===== src/rtl/uart_seq_pkg.sv =====
// Shared constants and types for the UART APB sequencer: register map,
// sequencer FSM states and job kinds.
package uart_seq_pkg;

    localparam logic [4:0] ADDR_TXDATA = 5'h00;
    localparam logic [4:0] ADDR_RXDATA = 5'h04;
    localparam logic [4:0] ADDR_CTRL1  = 5'h08;
    localparam logic [4:0] ADDR_CTRL2  = 5'h0C;
    localparam logic [4:0] ADDR_STATUS = 5'h10;

    // Cycles TXRDY is ignored after a TX write, covering sideband lag
    localparam logic [1:0] TX_HOLDOFF_CYC = 2'd2;

    typedef enum logic [2:0] {
        INIT_C1,
        INIT_C2,
        IDLE,
        SETUP,
        ACCESS
    } seq_state_e;

    typedef enum logic [1:0] {
        JOB_TX,
        JOB_RX,
        JOB_STAT
    } job_e;

endpackage


===== src/rtl/uart_seq_arb.sv =====
// Two-requester round-robin picker (TX vs RX). The last-served flag resets
// to TX, so RX wins the first contested decision.
module uart_seq_arb (
    input  logic i_clk,
    input  logic i_rst_n,
    input  logic i_req_tx,
    input  logic i_req_rx,
    input  logic i_take,
    output logic o_gnt_tx,
    output logic o_gnt_rx
);

    logic r_last_rx;

    always_comb begin
        o_gnt_rx = i_req_rx && (!i_req_tx || !r_last_rx);
        o_gnt_tx = i_req_tx && !o_gnt_rx;
    end

    always_ff @(posedge i_clk or negedge i_rst_n) begin
        if (!i_rst_n)
            r_last_rx <= 1'b0;
        else if (i_take && (o_gnt_tx || o_gnt_rx))
            r_last_rx <= o_gnt_rx;
    end

endmodule


===== src/rtl/uart_apb_sequencer.sv =====
// APB master that configures a UART then shuttles TX/RX bytes through it.
// Optional UART_SEQ_STATUS_POLL_EN: derive TX/RX readiness from STATUS reads.
module uart_apb_sequencer
    import uart_seq_pkg::*;
#(
    parameter logic [12:0] BAUD_VAL       = 13'd1,
    parameter logic        CFG_BIT8       = 1'b1,
    parameter logic        CFG_PARITY_EN  = 1'b0,
    parameter logic        CFG_ODD_N_EVEN = 1'b0
) (
    input  logic       PCLK,
    input  logic       PRESETN,
    output logic [4:0] PADDR,
    output logic       PSEL,
    output logic       PENABLE,
    output logic       PWRITE,
    output logic [7:0] PWDATA,
    input  logic [7:0] PRDATA,
    input  logic       PREADY,
    input  logic       PSLVERR,
    input  logic       TXRDY,
    input  logic       RXRDY,
    input  logic       tx_valid,
    input  logic [7:0] tx_data,
    output logic       tx_ready,
    output logic       rx_valid,
    output logic [7:0] rx_data,
    input  logic       rx_ready,
    output logic       init_done,
    output logic       bus_err,
    input  logic       err_clr
);

    seq_state_e r_state, w_state_nxt;
    job_e       r_job, w_job_nxt;
    logic [4:0] r_paddr, w_paddr_nxt;
    logic [7:0] r_pwdata, w_pwdata_nxt;
    logic       r_pwrite, w_pwrite_nxt;
    logic       w_launch, w_take;
    logic       r_init_done, r_bus_err, r_rx_valid;
    logic [7:0] r_rx_data;
    logic       w_done, w_tx_done, w_rx_done;
    logic       w_tx_elig, w_rx_elig, w_gnt_tx, w_gnt_rx;

    assign w_done    = (r_state == ACCESS) && PREADY;
    assign w_tx_done = w_done && r_init_done && (r_job == JOB_TX);
    assign w_rx_done = w_done && r_init_done && (r_job == JOB_RX);

`ifdef UART_SEQ_STATUS_POLL_EN
    logic r_stat_vld, r_stat_tx, r_stat_rx;

    assign w_tx_elig = r_init_done && r_stat_vld && r_stat_tx && tx_valid;
    assign w_rx_elig = r_init_done && r_stat_vld && r_stat_rx && !r_rx_valid;

    // Polled flags are good for exactly one IDLE decision
    always_ff @(posedge PCLK or negedge PRESETN) begin
        if (!PRESETN) begin
            r_stat_vld <= 1'b0;
            r_stat_tx  <= 1'b0;
            r_stat_rx  <= 1'b0;
        end else if (w_done && r_init_done && (r_job == JOB_STAT)) begin
            r_stat_vld <= 1'b1;
            r_stat_tx  <= PRDATA[0];
            r_stat_rx  <= PRDATA[1];
        end else if (r_state == IDLE && r_stat_vld) begin
            r_stat_vld <= 1'b0;
        end
    end
`else
    logic [1:0] r_holdoff;

    assign w_tx_elig = r_init_done && tx_valid && TXRDY && (r_holdoff == 2'd0);
    assign w_rx_elig = r_init_done && RXRDY && !r_rx_valid;

    always_ff @(posedge PCLK or negedge PRESETN) begin
        if (!PRESETN)
            r_holdoff <= 2'd0;
        else if (w_tx_done)
            r_holdoff <= TX_HOLDOFF_CYC;
        else if (r_holdoff != 2'd0)
            r_holdoff <= r_holdoff - 2'd1;
    end
`endif

    uart_seq_arb u_arb (
        .i_clk    (PCLK),
        .i_rst_n  (PRESETN),
        .i_req_tx (w_tx_elig),
        .i_req_rx (w_rx_elig),
        .i_take   (w_take),
        .o_gnt_tx (w_gnt_tx),
        .o_gnt_rx (w_gnt_rx)
    );

    always_comb begin
        w_state_nxt  = r_state;
        w_job_nxt    = r_job;
        w_paddr_nxt  = r_paddr;
        w_pwdata_nxt = r_pwdata;
        w_pwrite_nxt = r_pwrite;
        w_launch     = 1'b0;
        w_take       = 1'b0;
        case (r_state)
            INIT_C1: begin
                w_launch     = 1'b1;
                w_paddr_nxt  = ADDR_CTRL1;
                w_pwdata_nxt = BAUD_VAL[7:0];
                w_pwrite_nxt = 1'b1;
                w_state_nxt  = SETUP;
            end
            INIT_C2: begin
                w_launch     = 1'b1;
                w_paddr_nxt  = ADDR_CTRL2;
                w_pwdata_nxt = {BAUD_VAL[12:8], CFG_ODD_N_EVEN, CFG_PARITY_EN, CFG_BIT8};
                w_pwrite_nxt = 1'b1;
                w_state_nxt  = SETUP;
            end
            IDLE: begin
`ifdef UART_SEQ_STATUS_POLL_EN
                if (r_init_done && !r_stat_vld) begin
                    w_launch     = 1'b1;
                    w_job_nxt    = JOB_STAT;
                    w_paddr_nxt  = ADDR_STATUS;
                    w_pwrite_nxt = 1'b0;
                    w_state_nxt  = SETUP;
                end else
`endif
                if (w_gnt_rx) begin
                    w_launch     = 1'b1;
                    w_take       = 1'b1;
                    w_job_nxt    = JOB_RX;
                    w_paddr_nxt  = ADDR_RXDATA;
                    w_pwrite_nxt = 1'b0;
                    w_state_nxt  = SETUP;
                end else if (w_gnt_tx) begin
                    w_launch     = 1'b1;
                    w_take       = 1'b1;
                    w_job_nxt    = JOB_TX;
                    w_paddr_nxt  = ADDR_TXDATA;
                    w_pwdata_nxt = tx_data;
                    w_pwrite_nxt = 1'b1;
                    w_state_nxt  = SETUP;
                end
            end
            SETUP:  w_state_nxt = ACCESS;
            ACCESS: begin
                if (PREADY) begin
                    if (!r_init_done && r_paddr == ADDR_CTRL1)
                        w_state_nxt = INIT_C2;
                    else
                        w_state_nxt = IDLE;
                end
            end
            default: w_state_nxt = INIT_C1;
        endcase
    end

    always_ff @(posedge PCLK or negedge PRESETN) begin
        if (!PRESETN) begin
            r_state  <= INIT_C1;
            r_job    <= JOB_TX;
            r_paddr  <= 5'h00;
            r_pwdata <= 8'h00;
            r_pwrite <= 1'b0;
        end else begin
            r_state <= w_state_nxt;
            if (w_launch) begin
                r_job    <= w_job_nxt;
                r_paddr  <= w_paddr_nxt;
                r_pwdata <= w_pwdata_nxt;
                r_pwrite <= w_pwrite_nxt;
            end
        end
    end

    always_ff @(posedge PCLK or negedge PRESETN) begin
        if (!PRESETN) begin
            r_init_done <= 1'b0;
            r_bus_err   <= 1'b0;
            r_rx_valid  <= 1'b0;
            r_rx_data   <= 8'h00;
        end else begin
            if (w_done && !r_init_done && r_paddr == ADDR_CTRL2)
                r_init_done <= 1'b1;
            // A faulting completion beats a same-cycle clear
            if (w_done && PSLVERR)
                r_bus_err <= 1'b1;
            else if (err_clr)
                r_bus_err <= 1'b0;
            if (w_rx_done) begin
                r_rx_valid <= 1'b1;
                r_rx_data  <= PRDATA;
            end else if (r_rx_valid && rx_ready) begin
                r_rx_valid <= 1'b0;
            end
        end
    end

    assign PADDR     = r_paddr;
    assign PWDATA    = r_pwdata;
    assign PWRITE    = r_pwrite;
    assign PSEL      = (r_state == SETUP) || (r_state == ACCESS);
    assign PENABLE   = (r_state == ACCESS);
    assign tx_ready  = w_tx_done;
    assign rx_valid  = r_rx_valid;
    assign rx_data   = r_rx_data;
    assign init_done = r_init_done;
    assign bus_err   = r_bus_err;

endmodule


===== config.mk =====
export PLATFORM = sky130hd
export DESIGN_NAME = uart_apb_sequencer
export DESIGN_NICKNAME = d
export VERILOG_FILES = /design/src/rtl/uart_seq_pkg.sv /design/src/rtl/uart_seq_arb.sv /design/src/rtl/uart_apb_sequencer.sv
export SDC_FILE = /design/constraint.sdc
export NUM_CORES = 1
export LEC_CHECK = 0
export ABC_AREA = 1
export BUFFER_PORTS_ARGS = -buffer_cell sky130_fd_sc_hd__buf_4
export CAP_MARGIN = 10
export CORE_MARGIN = 1.5
export CORE_UTILIZATION = 40
export DETAILED_ROUTE_END_ITERATION = 12
export HOLD_SLACK_MARGIN = 0.1
export PLACE_DENSITY = 0.66
export SYNTH_ARGS = -nofsm -noshare
export SYNTH_HDL_FRONTEND = slang
export SYNTH_HIERARCHICAL = 1
export SYNTH_SLANG_ARGS = --single-unit
export TNS_END_PERCENT = 20

===== constraint.sdc =====
create_clock -name PCLK -period 2.1 [get_ports PCLK]
set_input_delay 0.21 -clock PCLK [delete_from_list [all_inputs] [get_ports PCLK]]
set_output_delay 0.21 -clock PCLK [all_outputs]
set_load 0.01 [all_outputs]

==> impl_metrics.tcl <==
set metrics [dict create \
    clkTransAtPathRegs_ns 0.06 \
    whs_ns 0.111 \
    crit_chain "inv_1, ha_1, inv_1, nor2_1, nand2_2, and2_1, inv_1, nand4_4, nand3_1, o21ai_2" \
    die_h_um 64.4 \
    setup-tns-final_ns 0 \
    stdcell_area_um2 1960 \
    dp.cells 260 \
    vias 1218 \
    min_path_type "in -> reg" \
    min_period_ns 1.90 \
    antenna_cells 0 \
    final_nets 246 \
    irDropWorstVdd_mv 0.723 \
    fillerInstances 356 \
    path_class "reg -> reg" \
    r2r_slack_ns 0.20 \
    start_util_pct 41.5 \
    placed_area_um2 1870 \
    rows 22 \
    cap_violations 0 \
    ant_nets 0 \
    gp_congestion 0.702 \
    core_um2 3630 \
    layout_commonest_cell "buf_4" \
    synth_edf_count 0 \
    worst_setup_path_end_kind "flop" \
    cts_resized 0 \
    layoutNonFillerInstCount 268 \
    critPathMaxFanout 17 \
    fin_skew_ns 0.00701 \
    wirelength_um 3010 \
    outcome "completed" \
    io_pins 53 \
    htreeDepth 2 \
    max_freq_mhz 527 \
    drv_slew 0 \
    hpwl_um 2230 \
    grt_max_degree 30 \
    drive_above_1_share_pct 33.2 \
    io_buffers 49 \
    final-setup-viol-count 0 \
    area_growth_syn_to_layout_pct 30.2 \
    required_ns 2.25 \
    final_cell_mix "49 x buf_4, 31 x nand2_1, 29 x dfrtp_1" \
    grtUsageTotal_pct 15.9 \
    power_density_nw_per_um2 1210 \
    first_pass_iters 4 \
    cts.sinks 29 \
    period_share_pct 90.4 \
    cp_common_cell "inv_1" \
    synthTopCellsByArea "dfrtp_1 48%, nand2_1 7.7%, nand3_1 7.3%, inv_1 7.0%, o21ai_2 4.1%" \
    netlist_area_um2 1510 \
    synth_ff_type "dfrtp_1" \
    final_util_pct 54.0 \
    leakagePower_nw 1.02 \
    grt_pass1_vias 1144 \
    synthDistinctLibCells 30 \
    seq_area_frac_synth_pct 48.1 \
    rsz0062_at_grt "false" \
    yosys.area.top_type "dfrtp_1" \
    cts_tree "built" \
    cts_buffer_depth 2 \
    cts_buffers 5 \
    drc 0 \
    die_area_um2 4150 \
    ctsRootBufferMaster "clkbuf_8" \
    avgViaCountPerCell 4.54 \
    synth_top_area_share_pct 48.1 \
    synth_cells 170 \
    synth.yosys.warnings 6 \
    drtIter0Drc 26 \
    die_w_um 64.4 \
    startpoint_type "flop" \
    postSynthAreaPerCell_um2 8.87 \
    wl_per_cell_um 11.2 \
    crit_slowest_cell "dfrtp_1" \
    synthArstFlopShare_pct 100 \
    arrival_ns 2.05 \
    critPathMaxStageDelay_ns 0.39 \
    grt_pass1_wl_um 5100 \
    overflow 0 \
    ys_ff_latch 29 \
    antenna_found_initial 0 \
    clk_latency_ns 0.28 \
    finalHoldViolCount 0 \
]
## per-layer routing
metal / share of wire (%) / vias to the layer above / global-route usage [%] / routed length [um]
met3: 7.2 / 4 / 5.63 / 217
met5: 0 / - / 0 / 0
met2: 44 / 41 / 24.9 / 1320
met4: 1.0 / 0 / 3.99 / 30
li1: - / 631 / - / -
met1: 48 / 542 / 21.0 / 1430
## cells by family after synthesis
kind of cell	count (synthesis)	synth area share, %
compound gates	25	12.0
xor+xnor	1	0.581
flops	29	48.1
fa+ha+maj	1	0.830
buf+inv	38	12.3
simple gates	75	25.9
other cells	1	0.249
## worst paths after layout
| kind | startpoint | endpoint | cells after the start |
|---|---|---|---|
| max | r_holdoff[0] | PWDATA[2] | 10 |
| min in group asynchronous | PRESETN | bus_err | 2 |
| min reg2reg | u_arb/r_last_rx | u_arb/r_last_rx | 2 |
| max in group asynchronous | PRESETN | PWDATA[2] | 2 |
| max reg2reg | r_holdoff[0] | PWDATA[2] | 10 |
| min | err_clr | bus_err | 2 |
## through the flow
stage | total power, mW | setup WS, ns
after floorplan | 1.59 | 0.440
after global placement | 1.93 | 0.286
after detailed placement | 1.95 | 0.227
after CTS | 2.41 | 0.192
after global routing | 2.58 | 0.0262
final | 2.38 | 0.202
## synth_stat cells (3+ instances only)
master and instances:
buf_4 3, buf_6 4, dfrtp_1 29, inv_1 28, nand2_1 31, nand3_1 22, nand3_2 3, nor2_1 9
nor2_4 3, o21ai_0 5, o21ai_2 7, o21bai_1 8
## critical path, delay by kind of cell, from the launching register on
family                     cells  cell delay [ns]
AOI/OAI and AO/OA              1             0.06
buffers and inverters          3             0.23
and+or+nand+nor                5             0.92
adders and majority gates      1             0.17
DFF                            1             0.39
## final cells by class
type,instances,area [um2],area share [%]
inverters,29,109,5.54
clock buffers,7,86.3,4.40
well taps,48,60.1,3.06
multi-input cells,105,604,30.8
repair buffers,50,378,19.2
flip-flops and latches,29,726,37.0
## flip-flops by register name, summed over array words and instances, names as in the netlist, 2 cells and up
name       count
r_state        3
r_holdoff      2
PWDATA         8
PADDR          2
rx_data        8
## report_power, final
group	total, mW	switching [mW]	internal (mW)
Clock	0.451	0.191	0.259
Sequential	0.967	0.207	0.760
Combinational	0.962	0.519	0.443
## repair_timing
action	4_1_cts	5_1_grt
setup buffers	0	0
endpoints found under the hold margin	29	0
hold buffers	1	0
Note: power is estimated with default switching activity, not from simulation.
